===== src/rtl/vbus_arb_pkg.sv =====
// vbus_arb_pkg: shared types and constants for the 68k external-bus arbiter.
//   - arb_state_e : arbiter FSM state encoding
//   - owner_t     : bus owner code (CPU / DMA / Z80)
//   - TMR_W       : width of the shared grant-timeout / release-hold timer
//   - pick_winner : round-robin choice between the two alternate masters
package vbus_arb_pkg;

   localparam int TMR_W = 10;

   typedef enum logic [2:0] {
      ST_IDLE    = 3'd0,
      ST_REQ     = 3'd1,
      ST_ACQ     = 3'd2,
      ST_OWN     = 3'd3,
      ST_REL     = 3'd4,
      ST_BACKOFF = 3'd5
   } arb_state_e;

   typedef logic [1:0] owner_t;

   localparam owner_t OWN_CPU = 2'd0;
   localparam owner_t OWN_DMA = 2'd1;
   localparam owner_t OWN_Z80 = 2'd2;

   // On a tie the master that did not own the bus last time wins.
   function automatic owner_t pick_winner(input logic dma, input logic z80,
                                          input owner_t last);
      if (dma && z80) return (last == OWN_DMA) ? OWN_Z80 : OWN_DMA;
      if (dma)        return OWN_DMA;
      if (z80)        return OWN_Z80;
      return OWN_CPU;
   endfunction

endpackage


===== src/rtl/vbus_arbiter_if.sv =====
// vbus_arbiter_if: request/grant and 68k bus-handshake signals of the arbiter.
//   slave  modport : arbiter side (takes requests and 68k lines, drives grants/pulls)
//   master modport : requester / environment side
interface vbus_arbiter_if;
   import vbus_arb_pkg::*;

   logic   dma_req;
   logic   dma_gnt;
   logic   z80_req;
   logic   z80_gnt;
   logic   z80_wait;
   logic   BG;
   logic   AS_i;
   logic   BGACK_i;
   logic   BR_pull;
   logic   BGACK_pull;
   owner_t owner;
   logic   timeout;

   modport slave (
      input  dma_req, z80_req, BG, AS_i, BGACK_i,
      output dma_gnt, z80_gnt, z80_wait, BR_pull, BGACK_pull, owner, timeout
   );

   modport master (
      output dma_req, z80_req, BG, AS_i, BGACK_i,
      input  dma_gnt, z80_gnt, z80_wait, BR_pull, BGACK_pull, owner, timeout
   );
endinterface


===== src/rtl/vbus_arb_timer.sv =====
// vbus_arb_timer: shared up/down counter used for both the bus-grant timeout
// (counts up) and the post-release BGACK hold (counts down).
//   clk_i, rst_i  : clock, synchronous active-high reset
//   tick_i        : clock enable; the counter only moves on ticks
//   load_i        : load load_val_i (has priority over counting)
//   up_i / dn_i   : count up / down by one
//   term_val_i    : terminal value to compare against
//   term_o        : count equals term_val_i
module vbus_arb_timer
   import vbus_arb_pkg::*;
(
   input  logic             clk_i,
   input  logic             rst_i,
   input  logic             tick_i,
   input  logic             load_i,
   input  logic [TMR_W-1:0] load_val_i,
   input  logic             up_i,
   input  logic             dn_i,
   input  logic [TMR_W-1:0] term_val_i,
   output logic             term_o
);

   logic [TMR_W-1:0] cnt_q;

   always_ff @(posedge clk_i) begin
      if (rst_i) begin
         cnt_q <= '0;
      end else if (tick_i) begin
         if (load_i)    cnt_q <= load_val_i;
         else if (up_i) cnt_q <= cnt_q + 1'b1;
         else if (dn_i) cnt_q <= cnt_q - 1'b1;
      end
   end

   assign term_o = (cnt_q == term_val_i);

endmodule


===== src/rtl/vbus_arbiter.sv =====
// vbus_arbiter: acquires the 68k external bus (BR -> BG -> BGACK) and hands it
// to one of two alternate masters (VDP DMA, Z80 bank window), round-robin on ties.
//   MCLK    : system clock
//   RESET   : synchronous, active-high reset
//   MCLK_e  : clock enable; state only changes on enabled edges ("ticks")
//   bus     : requests, grants, z80_wait, BG/AS/BGACK sense, BR/BGACK pulls,
//             owner code and one-tick timeout pulse
//
// state   | meaning
// IDLE    | bus belongs to the 68k, nothing pending
// REQ     | BR driven, waiting for BG with bus idle (AS and BGACK high)
// ACQ     | BGACK held, choosing the next owner
// OWN     | one master holds its grant
// REL     | BGACK still held for a short hold time after the last owner
// BACKOFF | one tick with BR released after a grant timeout
module vbus_arbiter
   import vbus_arb_pkg::*;
#(
   parameter int BG_TIMEOUT = 255,
   parameter int REL_HOLD   = 2
) (
   input  logic          MCLK,
   input  logic          RESET,
   input  logic          MCLK_e,
   vbus_arbiter_if.slave bus
);

   localparam logic [TMR_W-1:0] TO_TERM  = TMR_W'(BG_TIMEOUT - 1);
   localparam logic [TMR_W-1:0] REL_LOAD = TMR_W'(REL_HOLD);

   arb_state_e       state_q, state_d;
   owner_t           own_q, own_d;
   owner_t           last_q, last_d;
   owner_t           win;
   logic             timeout_d;
   logic             br_q, bgack_q, dma_gnt_q, z80_gnt_q, timeout_q;
   logic             any_req, grant_ok, own_req, other_req;
   logic             tmr_load, tmr_up, tmr_dn, tmr_term;
   logic [TMR_W-1:0] tmr_load_val, tmr_term_val;

   assign any_req   = bus.dma_req | bus.z80_req;
   assign grant_ok  = ~bus.BG & bus.AS_i & bus.BGACK_i;
   assign own_req   = (own_q == OWN_DMA) ? bus.dma_req : bus.z80_req;
   assign other_req = (own_q == OWN_DMA) ? bus.z80_req : bus.dma_req;
   assign win       = pick_winner(bus.dma_req, bus.z80_req, last_q);

   // The single timer serves REQ (count up to the timeout) and REL (count down to 0).
   assign tmr_term_val = (state_q == ST_REQ) ? TO_TERM : '0;

   vbus_arb_timer u_tmr (
      .clk_i      (MCLK),
      .rst_i      (RESET),
      .tick_i     (MCLK_e),
      .load_i     (tmr_load),
      .load_val_i (tmr_load_val),
      .up_i       (tmr_up),
      .dn_i       (tmr_dn),
      .term_val_i (tmr_term_val),
      .term_o     (tmr_term)
   );

   always_comb begin
      state_d      = state_q;
      own_d        = own_q;
      last_d       = last_q;
      timeout_d    = 1'b0;
      tmr_load     = 1'b0;
      tmr_load_val = '0;
      tmr_up       = 1'b0;
      tmr_dn       = 1'b0;
      case (state_q)
         ST_IDLE: begin
            if (any_req) begin
               state_d  = ST_REQ;
               tmr_load = 1'b1;
            end
         end
         ST_REQ: begin
            // Grant wins over a dropped request and over the timeout.
            if (grant_ok) begin
               state_d = ST_ACQ;
            end else if (!any_req) begin
               state_d = ST_IDLE;
            end else if (tmr_term) begin
               state_d   = ST_BACKOFF;
               timeout_d = 1'b1;
            end else begin
               tmr_up = 1'b1;
            end
         end
         ST_BACKOFF: state_d = ST_IDLE;
         ST_ACQ: begin
            if (win != OWN_CPU) begin
               state_d = ST_OWN;
               own_d   = win;
               last_d  = win;
            end else begin
               state_d      = ST_REL;
               tmr_load     = 1'b1;
               tmr_load_val = REL_LOAD;
            end
         end
         ST_OWN: begin
            if (!own_req) begin
               own_d = OWN_CPU;
               if (other_req) begin
                  state_d = ST_ACQ;
               end else begin
                  state_d      = ST_REL;
                  tmr_load     = 1'b1;
                  tmr_load_val = REL_LOAD;
               end
            end
         end
         ST_REL: begin
            if (any_req)       state_d = ST_ACQ;
            else if (tmr_term) state_d = ST_IDLE;
            else               tmr_dn  = 1'b1;
         end
         default: state_d = ST_IDLE;
      endcase
   end

   // Outputs are registered as a decode of the next state so they line up
   // with the state they describe.
   always_ff @(posedge MCLK) begin
      if (RESET) begin
         state_q   <= ST_IDLE;
         own_q     <= OWN_CPU;
         last_q    <= OWN_Z80;
         br_q      <= 1'b0;
         bgack_q   <= 1'b0;
         dma_gnt_q <= 1'b0;
         z80_gnt_q <= 1'b0;
         timeout_q <= 1'b0;
      end else if (MCLK_e) begin
         state_q   <= state_d;
         own_q     <= own_d;
         last_q    <= last_d;
         br_q      <= (state_d == ST_REQ);
         bgack_q   <= (state_d == ST_ACQ) || (state_d == ST_OWN) || (state_d == ST_REL);
         dma_gnt_q <= (own_d == OWN_DMA);
         z80_gnt_q <= (own_d == OWN_Z80);
         timeout_q <= timeout_d;
      end
   end

   assign bus.dma_gnt    = dma_gnt_q;
   assign bus.z80_gnt    = z80_gnt_q;
   assign bus.z80_wait   = bus.z80_req & ~z80_gnt_q;
   assign bus.BR_pull    = br_q;
   assign bus.BGACK_pull = bgack_q;
   assign bus.owner      = own_q;
   assign bus.timeout    = timeout_q;

endmodule


===== src/flat_wrapper.sv =====
// flat-port wrapper written by rule: the top's interface ports become plain ports
module vbus_arbiter_flat import vbus_arb_pkg::*;
#(
   parameter int BG_TIMEOUT = 255,
   parameter int REL_HOLD   = 2
)
  (MCLK, RESET, MCLK_e, bus_dma_req, bus_z80_req, bus_BG, bus_AS_i, bus_BGACK_i, bus_dma_gnt, bus_z80_gnt, bus_z80_wait, bus_BR_pull, bus_BGACK_pull, bus_owner, bus_timeout);
  vbus_arbiter_if bus_i ();
  input  logic MCLK;
  input  logic RESET;
  input  logic MCLK_e;
  input wire logic [$bits(bus_i.dma_req)-1:0] bus_dma_req;
  input wire logic [$bits(bus_i.z80_req)-1:0] bus_z80_req;
  input wire logic [$bits(bus_i.BG)-1:0] bus_BG;
  input wire logic [$bits(bus_i.AS_i)-1:0] bus_AS_i;
  input wire logic [$bits(bus_i.BGACK_i)-1:0] bus_BGACK_i;
  output wire logic [$bits(bus_i.dma_gnt)-1:0] bus_dma_gnt;
  output wire logic [$bits(bus_i.z80_gnt)-1:0] bus_z80_gnt;
  output wire logic [$bits(bus_i.z80_wait)-1:0] bus_z80_wait;
  output wire logic [$bits(bus_i.BR_pull)-1:0] bus_BR_pull;
  output wire logic [$bits(bus_i.BGACK_pull)-1:0] bus_BGACK_pull;
  output wire logic [$bits(bus_i.owner)-1:0] bus_owner;
  output wire logic [$bits(bus_i.timeout)-1:0] bus_timeout;
  assign bus_i.dma_req = bus_dma_req;
  assign bus_i.z80_req = bus_z80_req;
  assign bus_i.BG = bus_BG;
  assign bus_i.AS_i = bus_AS_i;
  assign bus_i.BGACK_i = bus_BGACK_i;
  assign bus_dma_gnt = bus_i.dma_gnt;
  assign bus_z80_gnt = bus_i.z80_gnt;
  assign bus_z80_wait = bus_i.z80_wait;
  assign bus_BR_pull = bus_i.BR_pull;
  assign bus_BGACK_pull = bus_i.BGACK_pull;
  assign bus_owner = bus_i.owner;
  assign bus_timeout = bus_i.timeout;
  vbus_arbiter #(.BG_TIMEOUT(BG_TIMEOUT), .REL_HOLD(REL_HOLD)) u_core (.MCLK(MCLK), .RESET(RESET), .MCLK_e(MCLK_e), .bus(bus_i));
endmodule

===== config.mk =====
export PLATFORM = sky130hd
export DESIGN_NAME = vbus_arbiter_flat
export DESIGN_NICKNAME = d
export VERILOG_FILES = /design/src/rtl/vbus_arb_pkg.sv /design/src/rtl/vbus_arbiter_if.sv /design/src/rtl/vbus_arb_timer.sv /design/src/rtl/vbus_arbiter.sv /design/src/flat_wrapper.sv
export SDC_FILE = /design/constraint.sdc
export NUM_CORES = 1
export LEC_CHECK = 0
export ABC_AREA = 1
export CAP_MARGIN = 15
export CORE_UTILIZATION = 43
export DETAILED_ROUTE_END_ITERATION = 8
export GPL_ROUTABILITY_DRIVEN = 0
export PLACE_DENSITY = 0.65
export SYNTH_ARGS = -nofsm -noshare
export SYNTH_HDL_FRONTEND = slang
export SYNTH_SLANG_ARGS = --single-unit

===== constraint.sdc =====
create_clock -name MCLK -period 2.5 [get_ports MCLK]
set_input_delay 0.5 -clock MCLK [delete_from_list [all_inputs] [get_ports MCLK]]
set_output_delay 0.5 -clock MCLK [all_outputs]
set_load 0.02 [all_outputs]

# Word-level counts from Yosys, hierarchy flattened
# Index checks and enable logic that the tools add are counted.
[totals]
ff_bits = 22
input_bits = 8
output_inout_bits = 8
elab_cells = 89
[classes]
n_reduce_logical = 8
eq_ne = 13
n_mux = 51
n_addsub = 2
bitwise_logic = 6
[ops]
columns = ["op", "n"]
rows = [
  ["10-bit 2-to-1 mux", 4],
  ["3-bit 2-to-1 mux", 9],
  ["1-bit 2-to-1 mux", 22],
  ["2-bit 2-to-1 mux", 11],
  ["10-bit one-hot mux with 2 select lines", 1],
  ["3-bit one-hot mux with 5 select lines", 1],
  ["3-bit by 2-bit == test with 1-bit output, second input constant", 4],
  ["10-bit by 1-bit adder with 10-bit output, second input constant", 1],
  ["10-bit == test", 1],
  ["10-bit by 1-bit subtractor with 10-bit output, second input constant", 1],
  ["8-bit 2-to-1 mux", 1],
  ["2-bit by 1-bit == test with 1-bit output, second input constant", 3],
  ["3-bit by 1-bit == test with 1-bit output, second input constant", 2],
  ["3-bit == test, second input constant", 2],
  ["2-bit one-hot mux with 2 select lines", 1],
  ["1-bit bitwise AND", 3],
  ["3-bit logical NOT", 1],
  ["1-bit one-hot mux with 3 select lines", 1],
  ["3-bit AND reduction", 1],
  ["3-bit nonzero test", 1],
  ["2-bit == test, second input constant", 1],
  ["1-bit logical OR", 2],
  ["1-bit inverter", 2],
  ["2-bit AND reduction", 1],
  ["other kinds (3)", 3],
]

# Longest topological paths before layout
# Gate-level depths: netlist (run 1).
[logic_depth]
ltp_word = 14
depth_mapped = 18
ltp_nobuf = 18

# Hierarchy
# Synthesis (run 1) repeated with hierarchy kept, for this count alone.
[unflattened]
hier_cells = 294
area_unflattened_um2 = 1831.8
[modules_own_cells]
columns = ["mod", "cells_each", "area_each_um2", "n_inst"]
rows = [
  ["vbus_arb_timer", 174, 1076.0, 1],
  ["vbus_arbiter", 120, 755.7, 1],
]

# Worst setup path before layout (run 1)
# Ideal clock, no wire load.
[synth_path]
kind = "input to register"
start = "input bus_dma_req"
end = "register u_core.u_tmr.cnt_q[7]"
n_path_buf = 0
required_ns = 2.362
path_stages = 13
slack_ns = 0.036
arrival_ns = 2.326
cell_sequence = "nor2_1 -> inv_2 -> nand2_2 -> clkinv_2 -> nand2_1 -> ha_1 -> a21o_1 -> o21bai_1 -> nand2_1 -> nand2_1 -> or2_2 -> nand3_1 -> a21oi_1"
[synth_between]
elab_chain_cells = 10
word_cells_on_any_way = 27
classes_between = "mux (22); bitwise (1); reduce/logical (4)"
[synth_rtl]
columns = ["element", "line", "text"]
rows = [
  ["start: declaration", "flat_wrapper.sv:12", "input wire logic [$bits(bus_i.dma_req)-1:0] bus_dma_req;"],
  ["2-bit 2-to-1 mux", "vbus_arb_pkg.sv:29", "if (dma) return OWN_DMA;"],
  ["2-bit 2-to-1 mux", "vbus_arb_pkg.sv:30", "if (z80) return OWN_Z80;"],
  ["2-bit 2-to-1 mux", "vbus_arb_pkg.sv:31", "return OWN_CPU;"],
  ["2-bit 2-to-1 mux", "vbus_arb_pkg.sv:30", ""],
  ["2-bit 2-to-1 mux", "vbus_arb_pkg.sv:29", ""],
  ["2-bit nonzero test", "vbus_arbiter.sv:93", "if (win != OWN_CPU) begin"],
  ["1-bit 2-to-1 mux", "vbus_arbiter.sv:93", ""],
  ["1-bit one-hot mux with 3 select lines", "vbus_arbiter.sv:71", "case (state_q)"],
  ["3-bit nonzero test (no line)", "n/a", ""],
  ["2-bit AND reduction (no line)", "n/a", ""],
  ["end signal: assignment", "vbus_arb_timer.sv:29", "if (load_i) cnt_q <= load_val_i;"],
  ["end signal: assignment", "vbus_arb_timer.sv:30", "else if (up_i) cnt_q <= cnt_q + 1'b1;"],
  ["end signal: assignment", "vbus_arb_timer.sv:31", "else if (dn_i) cnt_q <= cnt_q - 1'b1;"],
  ["end: declaration", "vbus_arb_timer.sv:23", "logic [TMR_W-1:0] cnt_q;"],
]
# Several ways; a longest one is shown, not always the timed one. The select of a mux whose other input is x is not followed.
# A chain may end at the register's enable or synchronous reset.

# Final worst setup path (run 1)
[layout_path]
start = "input bus_AS_i"
end = "register u_core.u_tmr.cnt_q[4]"
[layout_between]
elab_chain_cells = 6
word_cells_on_any_way = 8
classes_between = "mux (4); bitwise (2); reduce/logical (2)"
[layout_rtl]
columns = ["element", "line", "text"]
rows = [
  ["start: declaration", "flat_wrapper.sv:15", "input wire logic [$bits(bus_i.AS_i)-1:0] bus_AS_i;"],
  ["1-bit bitwise AND (*) (2 in series)", "vbus_arbiter.sv:42", "assign grant_ok = ~bus.BG & bus.AS_i & bus.BGACK_i;"],
  ["1-bit 2-to-1 mux (*)", "vbus_arbiter.sv:80", "if (grant_ok) begin"],
  ["1-bit 2-to-1 mux (*)", "vbus_arbiter.sv:71", ""],
  ["3-bit nonzero test (no line) / 10-bit 2-to-1 mux (equally long branches)", "n/a", ""],
  ["2-bit AND reduction (no line) / 10-bit 2-to-1 mux (equally long branches)", "n/a", ""],
]
# Every way passes the cells marked *; elsewhere a longest branch is shown, timed or not.

==> flow_summary.json, run 1 <==
{
  "grtUsageMet3_pct": 2.17,
  "fin_nets": 318,
  "cts_root_buf": "clkbuf_8",
  "critPathArrivalTime_ns": 2.60,
  "min_from": "u_core.bus.BGACK_pull",
  "crit_slowest_cell": "clkdlybuf4s50_1",
  "coreArea_sq_mm": 0.00347,
  "synth_seq_cells": 22,
  "syn_area_per_cell_sq_um": 6.46,
  "hpwl_mm": 3.11,
  "synth.most_common_cell": "nand2_1",
  "antenna_cells": 0,
  "synth.area.top_cells": "dfxtp_1 27%, nand2_1 14%, inv_1 7.0%, nor2_1 6.8%, nand3_1 6.5%",
  "slowest_delay_ns": 0.40,
  "layout-drive-gt1-share_pct": 29.7,
  "die_area_sq_mm": 0.00399,
  "cts_tree": "yes",
  "finalSetupViolations": 0,
  "io_pins": 16,
  "yosysWarnings": 0,
  "crit_type": "in -> reg",
  "min_path_type": "reg -> reg",
  "grt_first_pass_wirelength_mm": 6.91,
  "initial_utilization_pct": 46.4,
  "die_h_um": 63.2,
  "holdPathEnd": "u_core.bus.BGACK_pull",
  "ant_nets": 0,
  "fin_skew_ns": 0.00579,
  "grt_usage_pct": 21.7,
  "async_flop_share_pct": 0,
  "drv_cap": 0,
  "met1_usage_pct": 31.7,
  "synthTopCellsByCount": "60 x nand2_1, 30 x inv_1, 29 x nor2_1",
  "dpl-instance-area_sq_mm": 0.00206,
  "clk_latency_ns": 0.27,
  "regToRegStartpoint": "u_core.u_tmr.cnt_q[3]",
  "grt_start_max_net_pins": 14,
  "syn_to_final_growth_pct": 42.8,
  "path_cells": "clkdlybuf4s50_1, inv_1, nor2_2, a21oi_2, nand2_2, inv_4, nand2_8, ha_1, buf_4, nand3_1, nand2_1, buf_4, or2_2, nand3_1, a21oi_2",
  "viasPerCell": 4.91,
  "ys_seq_area_share_pct": 27.4,
  "finalMaxSlewViolations": 0,
  "min_period_over_period_pct": 97.4,
  "fin_area_sq_mm": 0.00230,
  "drt_wl_total_mm": 4.14,
  "syn_inst": 249,
  "crit_buf_inv": 5,
  "grt_overflow_total": 0,
  "antenna_found_initial": 0,
  "crit_family": "buffers and inverters",
  "max_clock_freq_mhz": 411,
  "p_per_area_mw_per_mm2": 461,
  "synth_edf_count": 0,
  "r2r_setup_slack_ns": 0.16,
  "r2r_end": "u_core.u_tmr.cnt_q[8]",
  "fillCellCount": 319,
  "p_leak_nw": 1.05,
  "wl_per_cell_um": 12.0,
  "relSlewSlack_pct": 75.1,
  "drtIter0Drc": 79,
  "drc": 0,
  "htreeDepth": 1,
  "cts.sinks": 22,
  "fin_ws_ns": 0.0647,
  "critPathRequiredTime_ns": 2.67,
  "rsz0062_at_grt": "true",
  "syn-num-nets": 266,
  "r2r_cells": 18,
  "drt_pre_antenna_iters": 4,
  "dieWidth_um": 63.2,
  "synth_top_area_cell": "dfxtp_1",
  "holdPathStages": 2,
  "clkTransAtPathRegs_ns": 0.09,
  "synth-main-ff-cell": "dfxtp_1",
  "clockBufferDepth": 2,
  "worst_pin_slew_ns": 0.370,
  "hold_viol_final": 0,
  "cts_buffers": 3,
  "period_needed_ns": 2.44,
  "num_vias": 1699,
  "detailedPlace.worstSlack_ns": -0.425,
  "outcome": "complete, no violations",
  "peakVddDrop_mv": 0.302,
  "crit_path_end_kind": "register",
  "tns_ns": 0,
  "cp_max_fo": 8,
  "syn_area_sq_mm": 0.00161,
  "grt_pass1_vias": 1540,
  "whs_ns": 0.474,
  "yosysUniqueCellTypes": 35,
  "cp-start-kind": "input port",
  "use_met2_pct": 32.7,
  "port_buffers": 15,
  "busiest_layer": "met2",
  "row_count": 21,
  "holdBufCountCts": 0,
  "synth_top_cell_area_share_pct": 27.4
}
[cell usage in the layout (no fill, tap or decap), types with 2 or more instances in the layout]
master           Yosys  layout
nand2_1             60      56
buf_4                0      36
inv_1               30      30
nor2_1              29      25
dfxtp_1             22      21
nand3_1             21      19
a21oi_1             19      16
nand2_2             11      14
clkdlybuf4s50_1      0      14
o21ai_0             10      10
a21oi_2              5       8
ha_4                 0       6
nand3_2              1       3
nor2_2               0       3
a21o_1               3       3
or2_2                4       3
o211ai_1             3       3
clkbuf_8             0       3
inv_2                2       2
ha_1                 8       2
[report_power, final]
part | total [mW] | switching, mW | leakage, nW | internal (mW)
Combinational | 0.342 | 0.186 | 0.840 | 0.155
Sequential | 0.374 | 0.0105 | 0.179 | 0.364
Clock | 0.344 | 0.130 | 0.0357 | 0.214
Total | 1.06 | 0.327 | 1.05 | 0.733
[flip-flops by register name, summed over array words and instances (netlist names)]
| name | count |
|---|---|
| u_core.bus.BR_pull | 1 |
| u_core.bus.dma_gnt | 1 |
| u_core.last_q | 2 |
| u_core.bus.timeout | 1 |
| u_core.state_q | 3 |
| u_core.u_tmr.cnt_q | 10 |
| u_core.bus.owner | 2 |
| u_core.bus.BGACK_pull | 1 |
| u_core.bus.z80_gnt | 1 |
[metal layers]
metal,up-vias,share of wire (%)
met5,-,0
met4,0,1.3
li1,912,-
met3,5,6.6
met2,39,42
met1,743,50
[repair_timing]
| action | 4_1_cts | 5_1_grt |
|---|---|---|
| buffers inserted | 0 | 1 |
| gates resized for setup | 3 | 28 |
| pin swaps | 0 | 8 |
| setup endpoints to repair | 6 | 7 |
[worst reg2reg max path, cell delays in order, from the launching register on]
cell and delay [ns]:
dfxtp_1 0.46, nand2_1 0.08, inv_1 0.06, nand2_1 0.04, nor2_1 0.09, nand2_1 0.06
nand2_1 0.07, nand2_2 0.09, nand2_8 0.15, inv_1 0.07, fa_2 0.34, inv_1 0.09
nand3_1 0.07, nand2_1 0.09, nand4_1 0.08, o211ai_1 0.11, xor2_1 0.16, nand2_1 0.07
a21oi_2 0.11
[worst max-delay path by stage]
stage | startpoint | endpoint | depth (start not counted)
2_1_floorplan | bus_dma_req | u_core.u_tmr.cnt_q[7] | 13
3_3_place_gp | bus_AS_i | u_core.u_tmr.cnt_q[6] | 13
3_5_place_dp | bus_AS_i | u_core.u_tmr.cnt_q[8] | 17
4_1_cts | bus_AS_i | u_core.u_tmr.cnt_q[8] | 17
5_1_grt | u_core.u_tmr.cnt_q[3] | u_core.u_tmr.cnt_q[8] | 18
6_report | bus_AS_i | u_core.u_tmr.cnt_q[4] | 15
[stage by stage]
step | std cells | power [mW] | util (%)
after floorplan | 249 | 0.568 | -
after global placement | 341 | 0.680 | 59.3
after detailed placement | 341 | 0.680 | 59.3
after CTS | 345 | 1.02 | 61.6
after global routing | 346 | 1.13 | 66.3
final | 346 | 1.06 | 66.3
[final cells by class]
| class | count | area, sq um | area share, % |
|---|---|---|---|
| clock inverters | 1 | 30.0 | 1.31 |
| clock buffers | 3 | 41.3 | 1.80 |
| inverters | 34 | 130 | 5.66 |
| repair buffers | 51 | 423 | 18.4 |
| flip-flops and latches | 22 | 442 | 19.2 |
| multi-input cells | 189 | 1170 | 51.1 |
| well taps | 46 | 57.6 | 2.50 |
[cells by family (layout without fill, tap and decap cells)]
logic type,after synthesis,in the layout,share of synthesized area [%]
fa+ha+maj,9,9,7.47
buf+inv,38,89,9.49
compound gates,46,46,17.7
simple gates,131,131,36.3
flops,22,22,27.4
xor+xnor,3,3,1.63
(Power assumes the default switching activity.)
==> run 2: changes to the inputs <==
- CORE_UTILIZATION: 43 -> 54
- PLACE_DENSITY: 0.65 -> 0.76
- SLEW_MARGIN: not set -> 10
- clock period: 2.5 -> 2.7 ns (I/O delays scaled with it)
==> flow_summary.json, run 2 (same netlist as run 1, synthesis figures left out) <==
{
  "htreeDepth": 1,
  "drv_cap": 0,
  "layout_commonest_cell": "nand2_1",
  "num_vias": 1644,
  "finalMaxSlewViolations": 0,
  "fin_ws_ns": 0.195,
  "grt_usage_pct": 26.4,
  "grt_pass1_vias": 1472,
  "relSlewSlack_pct": 74.1,
  "drt_wl_total_mm": 4.01,
  "port_buffers": 15,
  "cp_max_fo": 7,
  "final_cells": 315,
  "dieWidth_um": 56.6,
  "viasPerCell": 5.22,
  "min_period_over_period_pct": 92.8,
  "drtIter0Drc": 78,
  "cts_root_buf": "clkbuf_4",
  "hpwl_mm": 3.01,
  "period_needed_ns": 2.51,
  "layout-drive-gt1-share_pct": 19.4,
  "clockBufferDepth": 2,
  "max_clock_freq_mhz": 399,
  "path_cells": "clkdlybuf4s50_1, nor2_2, a21oi_2, nand2_2, clkinv_2, nand2_4, ha_1, a21o_1, o21bai_1, nand2_1, nand2_1, or2_2, nand3_1, a21oi_1",
  "dpl-instance-area_sq_mm": 0.00192,
  "antenna_found_initial": 0,
  "largest_register_ffs": 10,
  "row_count": 19,
  "cts_tree": "yes",
  "peakVddDrop_mv": 0.382,
  "antenna_cells": 0,
  "cp-start-kind": "input port",
  "syn_to_final_growth_pct": 23.8,
  "coreArea_sq_mm": 0.00278,
  "fin_area_sq_mm": 0.00199,
  "fin_nets": 302,
  "final_cell_mix": "59 x nand2_1, 29 x inv_1, 27 x nor2_1, 22 x dfxtp_1, 21 x nand3_1",
  "io_pins": 16,
  "crit_path_end_kind": "register",
  "critPathArrivalTime_ns": 2.73,
  "cts_buffers": 3,
  "power.total_mw": 0.877,
  "finalSetupViolations": 0,
  "clkTransAtPathRegs_ns": 0.15,
  "crit_slowest_cell": "clkdlybuf4s50_1",
  "slowest_delay_ns": 0.47,
  "grt_start_max_net_pins": 14,
  "cp_common_cell": "nand2_1",
  "grt_overflow_total": 0,
  "grt_first_pass_wirelength_mm": 6.67,
  "die_area_sq_mm": 0.00320,
  "p_leak_nw": 0.942,
  "wl_per_cell_um": 12.7,
  "p_per_area_mw_per_mm2": 440,
  "fin_skew_ns": 0.0138,
  "ant_nets": 0,
  "fillCellCount": 250,
  "rsz0062_at_grt": "false",
  "cts.sinks": 22,
  "die_h_um": 56.6,
  "drt_pre_antenna_iters": 4,
  "initial_utilization_pct": 57.8,
  "drc": 0,
  "clk_latency_ns": 0.33,
  "outcome": "complete, no violations",
  "dpl.cell_count": 311,
  "crit_buf_inv": 2,
  "hold_viol_final": 0,
  "holdBufCountCts": 0,
  "critPathRequiredTime_ns": 2.92,
  "reg_top3": "u_core.u_tmr.cnt_q x10, u_core.state_q x3",
  "crit_type": "in -> reg",
  "worst_pin_slew_ns": 0.387,
  "crit_family": "simple AND/OR/NAND/NOR gates",
  "min_path_type": "reg -> reg",
  "detailedPlace.worstSlack_ns": -0.315,
  "largest-register": "u_core.u_tmr.cnt_q"
}
[run 2: worst min-delay path: stages, from the launching register on]
cell	delay, ns
dfxtp_1	0.34
nand2_1	0.06
a21oi_1	0.06
[run 2: worst paths after layout]
check                               end  slack, ns  cells past startpoint                   from
setup / recovery  u_core.u_tmr.cnt_q[7]       0.19                     14                 bus_BG
hold / removal    u_core.bus.BGACK_pull       0.48                      2  u_core.bus.BGACK_pull
setup reg to reg  u_core.u_tmr.cnt_q[7]       0.26                     15      u_core.state_q[2]
hold reg to reg   u_core.bus.BGACK_pull       0.48                      2  u_core.bus.BGACK_pull
[run 2: timing repair]
action | in CTS | in global routing
buffers inserted | 0 | 0
setup endpoints to repair | 0 | 6
gates resized for setup | 0 | 6
[run 2: per-stage QoR]
| stage | utilization, % | hold slack, ns | TNS, ns |
|---|---|---|---|
| after floorplan | - | 0.424 | 0 |
| after global placement | 69.2 | 0.449 | -1.15 |
| after detailed placement | 69.2 | 0.446 | -1.56 |
| after CTS | 71.1 | 0.481 | 0 |
| after global routing | 71.6 | 0.509 | 0 |
| final | 71.6 | 0.485 | 0 |
[run 2: power by group]
group | internal [mW] | switching (mW) | leakage, nW
logic | 0.108 | 0.152 | 0.735
clock network | 0.150 | 0.118 | 0.0279
registers | 0.337 | 0.0112 | 0.179
total | 0.596 | 0.281 | 0.942
[run 2: layer usage]
metal	routed length (um)	global-route usage [%]
met1	2050	40.9
met2	1720	38.7
met3	178	2.30
met4	60	7.67
met5	0	0
[run 2: area by class of cell]
type / count / area (sq um) / area share, %
clock buffer: 3 / 22.5 / 1.13
clock inverter: 1 / 30.0 / 1.51
inverter: 34 / 129 / 6.47
multi-input combinational: 189 / 1030 / 51.8
sequential: 22 / 440 / 22.1
tap: 31 / 38.8 / 1.95
timing repair buffer: 35 / 300 / 15.1
==> run 3: changes to the inputs <==
- CORE_UTILIZATION: 54 -> 53
- CTS_BUF_LIST: not set -> sky130_fd_sc_hd__clkbuf_8
- PLACE_DENSITY: 0.76 -> 0.78
- clock period: 2.7 -> 2.29 ns (I/O delays scaled with it)
==> flow_summary.json, run 3 (same netlist as run 1, synthesis figures left out) <==
{
  "crit_path_end_kind": "register",
  "fin_skew_ns": 0.00680,
  "power.total_mw": 1.14,
  "crit_type": "reg -> reg",
  "viasPerCell": 5.97,
  "coreArea_sq_mm": 0.00281,
  "rsz0062_at_grt": "true",
  "worst_pin_slew_ns": 0.374,
  "period_needed_ns": 2.26,
  "multi_input_area_sq_mm": 0.00120,
  "htreeDepth": 1,
  "clockBufferDepth": 2,
  "largest_register_ffs": 10,
  "cts_root_buf": "clkbuf_8",
  "peakVddDrop_mv": 0.559,
  "ant_nets": 0,
  "crit_family": "simple AND/OR/NAND/NOR gates",
  "die_h_um": 57.1,
  "grt_start_max_net_pins": 13,
  "reg_top3": "u_core.u_tmr.cnt_q x10, u_core.state_q x3",
  "antenna_cells": 0,
  "grt_overflow_total": 0,
  "relSlewSlack_pct": 75.0,
  "crit_buf_inv": 3,
  "slowest_delay_ns": 0.38,
  "cts_buffers": 3,
  "dieWidth_um": 57.1,
  "dpl-instance-area_sq_mm": 0.00208,
  "min_path_type": "reg -> reg",
  "crit_slowest_cell": "dfxtp_4",
  "max_clock_freq_mhz": 443,
  "port_buffers": 15,
  "fin_area_sq_mm": 0.00241,
  "largest-register": "u_core.u_tmr.cnt_q",
  "cp-start-kind": "register",
  "holdBufCountCts": 0,
  "clkTransAtPathRegs_ns": 0.08,
  "hpwl_mm": 3.35,
  "layout_commonest_cell": "nand2_1",
  "outcome": "finished, violations left",
  "die_area_sq_mm": 0.00326,
  "p_per_area_mw_per_mm2": 471,
  "antenna_found_initial": 0,
  "hold_viol_final": 0,
  "fin_nets": 332,
  "cp_common_cell": "nand2_1",
  "p_leak_nw": 1.12,
  "cp_max_fo": 8,
  "critPathRequiredTime_ns": 2.50,
  "drc": 2,
  "row_count": 19,
  "grt_usage_pct": 30.2,
  "detailedPlace.worstSlack_ns": -0.580,
  "num_vias": 2060,
  "wl_per_cell_um": 17.1,
  "drt_pre_antenna_iters": 7,
  "tns_ns": 0,
  "drtIter0Drc": 176,
  "io_pins": 16,
  "drv_cap": 0,
  "finalSetupViolations": 0,
  "final_cell_mix": "55 x nand2_1, 48 x buf_4, 25 x inv_1, 24 x nor2_1, 18 x nand3_1",
  "layout.area.seq_sq_um": 453,
  "cts.sinks": 22,
  "min_period_over_period_pct": 98.5,
  "syn_to_final_growth_pct": 50.0,
  "finalMaxSlewViolations": 0,
  "violations": "design-rule violations",
  "clk_latency_ns": 0.27,
  "drt_wl_total_mm": 5.89,
  "initial_utilization_pct": 57.4,
  "cts_tree": "yes",
  "fin_ws_ns": 0.0345,
  "whs_ns": 0.489,
  "grt_first_pass_wirelength_mm": 7.68,
  "critPathArrivalTime_ns": 2.46,
  "layout-drive-gt1-share_pct": 37.3,
  "fillCellCount": 169,
  "path_cells": "nand2_2, inv_1, nand2_1, nor2_1, nand2_1, nand2_1, nand2_2, nand2_8, inv_4, fa_2, inv_2, nand3_2, nand2_2, nand4_1, o211ai_1, xor2_1, nand2_1, a21oi_2",
  "grt_pass1_vias": 1739
}
[run 3: cell count changes in the layout (fill, tap and decap cells not counted), sizes merged]
cell | before | now
buf | 20 | 50
clkdlybuf4s50 | 15 | 10
dlygate4sd2 | 0 | 5
bufinv | 1 | 0
clkbuf | 3 | 4
[run 3: cell type report]
type                            instances  share of cell area [%]
Clock buffer                            4                    2.28
Inverter                               34                    5.60
Multi-Input combinational cell        189                    49.9
Sequential cell                        22                    18.8
Tap cell                               31                    1.61
Timing Repair Buffer                   65                    21.8
[run 3: worst reg2reg max path, stage by stage (launching register included)]
cell      delay, ns
dfxtp_4        0.38
nand2_2        0.04
inv_1          0.04
nand2_1        0.05
nor2_1         0.10
nand2_1        0.06
nand2_1        0.07
nand2_2        0.10
nand2_8        0.15
inv_4          0.04
fa_2           0.35
inv_2          0.08
nand3_2        0.06
nand2_2        0.08
nand4_1        0.08
o211ai_1       0.12
xor2_1         0.20
nand2_1        0.08
a21oi_2        0.12
[run 3: through the flow]
| stage | cells | util (%) |
|---|---|---|
| floorplan | 249 | - |
| global placement | 330 | 74.3 |
| detailed placement | 330 | 74.3 |
| CTS | 339 | 81.8 |
| global route | 345 | 86.0 |
| finish | 345 | 86.0 |
[run 3: final timing paths]
check | depth (start not counted) | endpoint | startpoint | slack (ns)
worst min-delay path | 2 | u_core.bus.timeout | u_core.bus.timeout | 0.49
worst max-delay path | 18 | u_core.u_tmr.cnt_q[8] | u_core.u_tmr.cnt_q[7] | 0.03
worst min register to register | 2 | u_core.bus.timeout | u_core.bus.timeout | 0.49
worst max register to register | 18 | u_core.u_tmr.cnt_q[8] | u_core.u_tmr.cnt_q[7] | 0.03
[run 3: repair_timing]
item / CTS / global route
pin swaps: 13 / 25
endpoints found under the setup margin: 7 / 6
resized for setup: 26 / 24
setup buffers: 5 / 6
[run 3: power by group]
group,total [mW],switching (mW),internal (mW)
clock,0.288,0.135,0.154
sequential,0.408,0.0124,0.396
combinational,0.440,0.251,0.189
total,1.14,0.398,0.739
[run 3: metal layers]
layer | track usage [%] | wire length [um]
met5 | 0 | 0
met4 | 8.36 | 303
met3 | 5.67 | 657
met2 | 50.8 | 2780
met1 | 39.9 | 2140
